`src/rtl/imem_debug_loader_pkg.sv`:
```
// Shared types and constants for the instruction-memory debug loader.
// Imported by the loader RTL and its bench.
package imem_loader_pkg;

  typedef enum logic [2:0] {
    IDLE,
    LOAD,
    DRAIN,
    VERIFY,
    DONE,
    ERROR
  } state_t;

  localparam logic [31:0] NOP_INSTR  = 32'h0000_0013;
  localparam logic [31:0] WORD_BYTES = 32'd4;

  function automatic logic [31:0] word_off(
    input logic [31:0] idx
  );
    return idx * WORD_BYTES;
  endfunction

endpackage

```
`src/rtl/imem_debug_loader.sv`:
```
// Streams a program image into instruction memory over the debug port,
// reads it back, checks the additive checksum and then releases the core.
module imem_debug_loader
  import imem_loader_pkg::*;
#(
  parameter logic [31:0] BASE_ADDR = 32'h0000_0000,
  parameter int unsigned MAX_WORDS = 256,
  parameter int unsigned CNT_W     = 16
) (
  input  logic             clk,
  input  logic             reset,
  input  logic             start,
  input  logic             abort,
  input  logic [CNT_W-1:0] word_count,
  input  logic             in_valid,
  output logic             in_ready,
  input  logic [31:0]      in_data,
  output logic             debug_en,
  output logic             debug_write_en,
  output logic [31:0]      debug_addr,
  output logic [31:0]      debug_data_in,
  input  logic [31:0]      debug_data_out,
  output logic             cpu_hold,
  output logic             busy,
  output logic             done,
  output logic             error,
  output logic [31:0]      checksum
);

  state_t           state_q;
  state_t           state_d;
  logic [CNT_W-1:0] wc_q;
  logic [CNT_W-1:0] idx_q;
  logic [31:0]      rsum_q;
  logic [31:0]      rsum_nx;
  logic             hs;
  logic             len_ok;
  logic             last;

  assign hs      = in_valid & in_ready;
  assign len_ok  = (word_count != '0) &&
                   (32'(word_count) <= MAX_WORDS);
  assign last    = idx_q == wc_q - CNT_W'(1);
  // readback sum including the word on the bus this cycle
  assign rsum_nx = rsum_q + debug_data_out;

  always_ff @(posedge clk) begin
    if (!reset) begin
      state_q <= IDLE;
    end else begin
      state_q <= state_d;
    end
  end

  always_comb begin
    state_d = state_q;
    if (abort) begin
      state_d = IDLE;
    end else begin
      unique case (state_q)
        IDLE, DONE, ERROR: begin
          if (start) state_d = len_ok ? LOAD : ERROR;
        end
        LOAD: begin
          if (hs && last) state_d = DRAIN;
        end
        DRAIN: state_d = VERIFY;
        VERIFY: begin
          if (last) begin
            state_d = (rsum_nx == checksum) ? DONE : ERROR;
          end
        end
        default: state_d = IDLE;
      endcase
    end
  end

  always_comb begin
    in_ready = 1'b0;
    busy     = 1'b0;
    cpu_hold = 1'b0;
    done     = 1'b0;
    error    = 1'b0;
    unique case (state_q)
      LOAD: begin
        in_ready = 1'b1;
        busy     = 1'b1;
        cpu_hold = 1'b1;
      end
      DRAIN, VERIFY: begin
        busy     = 1'b1;
        cpu_hold = 1'b1;
      end
      DONE: done = 1'b1;
      ERROR: begin
        error    = 1'b1;
        cpu_hold = 1'b1;
      end
      default: ;
    endcase
  end

  always_ff @(posedge clk) begin
    if (!reset) begin
      debug_en       <= 1'b0;
      debug_write_en <= 1'b0;
      debug_addr     <= '0;
      debug_data_in  <= '0;
      checksum       <= '0;
      rsum_q         <= '0;
      wc_q           <= '0;
      idx_q          <= '0;
    end else if (abort) begin
      debug_en       <= 1'b0;
      debug_write_en <= 1'b0;
      debug_addr     <= '0;
      debug_data_in  <= '0;
    end else begin
      unique case (state_q)
        IDLE, DONE, ERROR: begin
          if (start) begin
            debug_en       <= len_ok;
            debug_write_en <= 1'b0;
            debug_addr     <= BASE_ADDR;
            debug_data_in  <= '0;
            checksum       <= '0;
            rsum_q         <= '0;
            wc_q           <= word_count;
            idx_q          <= '0;
          end
        end
        LOAD: begin
          debug_en       <= 1'b1;
          debug_write_en <= hs;
          if (hs) begin
            debug_addr    <= BASE_ADDR + word_off(32'(idx_q));
            debug_data_in <= in_data;
            checksum      <= checksum + in_data;
            idx_q         <= idx_q + CNT_W'(1);
          end
        end
        DRAIN: begin
          // the index is reused to walk the readback
          debug_en       <= 1'b1;
          debug_write_en <= 1'b0;
          debug_addr     <= BASE_ADDR;
          debug_data_in  <= '0;
          rsum_q         <= '0;
          idx_q          <= '0;
        end
        VERIFY: begin
          rsum_q <= rsum_nx;
          if (last) begin
            debug_en   <= 1'b0;
            debug_addr <= '0;
          end else begin
            debug_addr <= debug_addr + WORD_BYTES;
            idx_q      <= idx_q + CNT_W'(1);
          end
        end
        default: ;
      endcase
    end
  end

endmodule

```
`config.mk`:
```
export PLATFORM = sky130hd
export DESIGN_NAME = imem_debug_loader
export DESIGN_NICKNAME = d
export VERILOG_FILES = /design/src/rtl/imem_debug_loader_pkg.sv /design/src/rtl/imem_debug_loader.sv
export SDC_FILE = /design/constraint.sdc
export NUM_CORES = 1
export LEC_CHECK = 0
export ABC_AREA = 0
export BUFFER_PORTS_ARGS = -buffer_cell sky130_fd_sc_hd__buf_2
export CORE_ASPECT_RATIO = 1.5
export CORE_UTILIZATION = 30
export CTS_BUF_LIST = sky130_fd_sc_hd__clkbuf_8
export CTS_CLUSTER_SIZE = 24
export DETAILED_ROUTE_END_ITERATION = 12
export GPL_TIMING_DRIVEN = 1
export PLACE_DENSITY = 0.54
export SYNTH_ARGS = -nofsm -noshare
export SYNTH_HDL_FRONTEND = slang
export SYNTH_SLANG_ARGS = --single-unit
```
`constraint.sdc`:
```
create_clock -name clk -period 7.85 [get_ports clk]
set_input_delay 0.785 -clock clk [delete_from_list [all_inputs] [get_ports clk]]
set_output_delay 0.785 -clock clk [all_outputs]
set_load 0.02 [all_outputs]
```
==> qor.yml <==
die_y_um: 240
antenna_found_initial: 0
detailed_place.area_mm2: 0.0126
routedWlPerCell_um: 19.4
grt_util_all_layers_pct: 20.5
post_route_cells_drive_above_1_share_pct: 16.7
register_bit_total_from_synthesis: 163
mostFrequentLayoutCells: "sky130_fd_sc_hd__buf_2, sky130_fd_sc_hd__dfxtp_1, sky130_fd_sc_hd__nand2_1, sky130_fd_sc_hd__nor2_1, sky130_fd_sc_hd__a21oi_1"
result_of_the_run: "finished clean"
synth-seq-area-share_pct: 28.9
grt_first_pass_wirelength_um: 60100
vias_per_cell: 5.36
grt_max_degree: 45
floorplan.initialDensity_pct: 30.6
power.static_leakage_nw: 5.33
synth_async_sr_flop_share_pct: 0
die-area_mm2: 0.0384
criticalPathCategory: "reg -> reg"
synth_top_area_cell: "sky130_fd_sc_hd__dfxtp_1"
drc: 0
grt_setup_unrepaired: "no"
tritoncts_clock_tree: "yes"
cts_sinks: 163
die_w_um: 160
grt_remaining_overflow: 0
worst-path-max-fanout: 7
placement_rows: 86
max_capacitance_violation_count: 0
placed_cells_incl_taps: 2007
timing.slew.headroom_pct: 33.4
clock_path_buffers: 2
worstSetupEndpointType: "flop"
cts_made_buffers: 17
ys_flop_type: "sky130_fd_sc_hd__dfxtp_1"
post_synth_instance_area_mm2: 0.0113
post_synth_main_area_contributors: "sky130_fd_sc_hd__dfxtp_1, sky130_fd_sc_hd__ha_1, sky130_fd_sc_hd__a22oi_1, sky130_fd_sc_hd__xnor2_1, sky130_fd_sc_hd__nand2_1"
route.vias.total: 10900
syn_to_final_growth_pct: 15.0
min_period_over_period_pct: 52.7
synth_edf_count: 0
post-route-cell-area_mm2: 0.0130
worst_pin_slew_ns: 0.999
clock-skew-final_ns: 0.0192
design.portCount: 188
post_cts.repair.setup_buffers: 0
worst_skew_pair_latency_ns: 0.51
post_synth_inst_count: 1410
clock_tree_root: "sky130_fd_sc_hd__clkbuf_8"
synthesis.area_per_instance_um2: 8.00
synth_cell_types: 88
vdd_ir_drop_max_v: 0.0000896
min-delay-path-class: "reg -> reg"
path_clk_slew_ns: 0.10
nFillCells: 3907
yosysWarnings: 0
cp_data_arrival_time_ns: 4.53
power-per-cell-area_mw_per_mm2: 140
tns_ns: 0
postRouteWirelength_um: 39500
drt_iter0_markers: 555
quantity_of_hold_fixing_buffers_added_after_cts: 0
finalCriticalPeriod_ns: 4.13
achievable-frequency_ghz: 0.242
core_area_mm2: 0.0369
final-max-slew-violation-count: 0
drtAntennaViolNets: 0
vias_in_the_first_global_route: 10700
drtPass1Iterations: 5
critical_path.startpoint_type: "flop"
pwr_total_w: 0.00182
setup_violations: 0
post_layout_nonfiller_instances: 2039
layout_commonest_cell: "sky130_fd_sc_hd__buf_2"
num-nets-final: 1694
port-buffer-count: 185
hold_viol: 0
final_replace_weighted_congestion: 0.892
cts_resized: 0
hpwl_after_detailed_placement_um: 30300
antenna_diodes: 0
cts-htree-levels: 4
crit_required_ns: 8.25
area_share_of_the_leading_cell_type_in_the_synthesized_netlist_pct: 28.9
-- cells by family (layout without fill, tap and decap cells) --
kind of cell	after synthesis	in the layout	share of synthesized area, %
muxes	10	10	0.887
DFF	163	163	28.9
xor gates and xnor gates	124	124	10.5
and+or+nand+nor	545	545	24.7
other	1	2	0.0332
buffers and inverters	109	253	3.82
AOI/OAI and AO/OA	391	391	23.7
adders and majority gates	67	67	7.56
-- worst max-delay path, stage by stage (launching register included) --
cell and delay [ns]:
sky130_fd_sc_hd__dfxtp_1 0.36, sky130_fd_sc_hd__ha_1 0.17, sky130_fd_sc_hd__inv_1 0.05, sky130_fd_sc_hd__fa_1 0.40, sky130_fd_sc_hd__nand2b_1 0.18, sky130_fd_sc_hd__a21oi_1 0.51
sky130_fd_sc_hd__o32ai_2 0.24, sky130_fd_sc_hd__o21ai_1 0.36, sky130_fd_sc_hd__o41ai_2 0.21, sky130_fd_sc_hd__o311ai_0 0.64, sky130_fd_sc_hd__a21oi_1 0.17, sky130_fd_sc_hd__xnor2_1 0.26
sky130_fd_sc_hd__xnor2_1 0.18, sky130_fd_sc_hd__nand4b_1 0.13, sky130_fd_sc_hd__o211a_1 0.16
-- per-stage QoR --
stage | util (%) | hold slack, ns | setup slack, ns
5_1_grt | 35.2 | 0.512 | 3.39
6_report | 35.2 | 0.475 | 3.72
4_1_cts | 35.2 | 0.478 | 3.73
3_3_place_gp | 34.1 | 0.457 | 3.31
3_5_place_dp | 34.1 | 0.465 | 3.23
2_1_floorplan | - | 0.445 | 4.02
-- flip-flops by register name, indices dropped and copies added, names as in the netlist --
| name | flops |
|---|---|
| rsum_q | 32 |
| debug_en | 1 |
| state_q | 3 |
| idx_q | 16 |
| debug_write_en | 1 |
| wc_q | 16 |
| debug_addr | 30 |
| checksum | 32 |
| debug_data_in | 32 |
-- area by class of cell --
class	count	area [um2]	area share, %
multi-input combinational	1139	7600	58.6
sequential	163	3260	25.1
timing repair buffer	195	1000	7.71
tap	484	606	4.67
clock buffer	19	262	2.01
clock inverter	13	148	1.14
inverter	26	97.6	0.752
-- layer usage --
layer / up-vias / share of wire, % / wire length [um] / GRT usage, %
met2: 226 / 54 / 21200 / 39.1
met3: 72 / 2.7 / 1070 / 3.00
li1: 5362 / - / - / -
met1: 5259 / 40 / 15900 / 22.0
met5: - / 0 / 0 / 0
met4: 0 / 3.5 / 1400 / 9.47
-- synthesized netlist by cell type, types with 5 or more instances --
master                      number
sky130_fd_sc_hd__dfxtp_1       163
sky130_fd_sc_hd__nand2_1       141
sky130_fd_sc_hd__nor2_1        141
sky130_fd_sc_hd__a21oi_1        81
sky130_fd_sc_hd__a22oi_1        76
sky130_fd_sc_hd__clkbuf_1       69
sky130_fd_sc_hd__ha_1           65
sky130_fd_sc_hd__xnor2_1        61
sky130_fd_sc_hd__nor2b_1        59
sky130_fd_sc_hd__o21ai_0        59
sky130_fd_sc_hd__xor2_1         56
sky130_fd_sc_hd__a21o_1         29
sky130_fd_sc_hd__nand3_1        29
sky130_fd_sc_hd__nor3_1         29
sky130_fd_sc_hd__inv_1          25
sky130_fd_sc_hd__nand4_1        22
sky130_fd_sc_hd__a21boi_0       20
sky130_fd_sc_hd__and3_1         17
sky130_fd_sc_hd__or3_1          16
sky130_fd_sc_hd__a31oi_1        15
sky130_fd_sc_hd__nor4_1         14
sky130_fd_sc_hd__nand2b_1       12
sky130_fd_sc_hd__a211oi_1       11
sky130_fd_sc_hd__and2_1         10
sky130_fd_sc_hd__mux2i_1        10
sky130_fd_sc_hd__nor3b_1        10
sky130_fd_sc_hd__o21bai_1       10
sky130_fd_sc_hd__o211ai_1        9
sky130_fd_sc_hd__o21a_1          9
sky130_fd_sc_hd__o31ai_1         8
sky130_fd_sc_hd__o21ai_1         7
sky130_fd_sc_hd__a2111oi_0       6
sky130_fd_sc_hd__a211o_1         6
sky130_fd_sc_hd__buf_2           6
sky130_fd_sc_hd__or2_2           6
sky130_fd_sc_hd__nand3b_1        5
-- power breakdown --
part / internal (W) / switching (W)
clock network: 0.000305 / 0.000371
registers: 0.000835 / 0.0000153
logic: 0.000111 / 0.000179
-- worst paths after layout --
kind / from / endpoint / slack, ns / depth (start not counted)
max: rsum_q[0]$_SDFFE_PN0P_ / state_q[0]$_SDFFE_PP0P_ / 3.72 / 14
min: rsum_q[29]$_SDFFE_PN0P_ / rsum_q[29]$_SDFFE_PN0P_ / 0.47 / 2
max reg2reg: rsum_q[0]$_SDFFE_PN0P_ / state_q[0]$_SDFFE_PP0P_ / 3.72 / 14
min reg2reg: rsum_q[29]$_SDFFE_PN0P_ / rsum_q[29]$_SDFFE_PN0P_ / 0.47 / 2
Note: power is estimated with default switching activity, not from simulation.
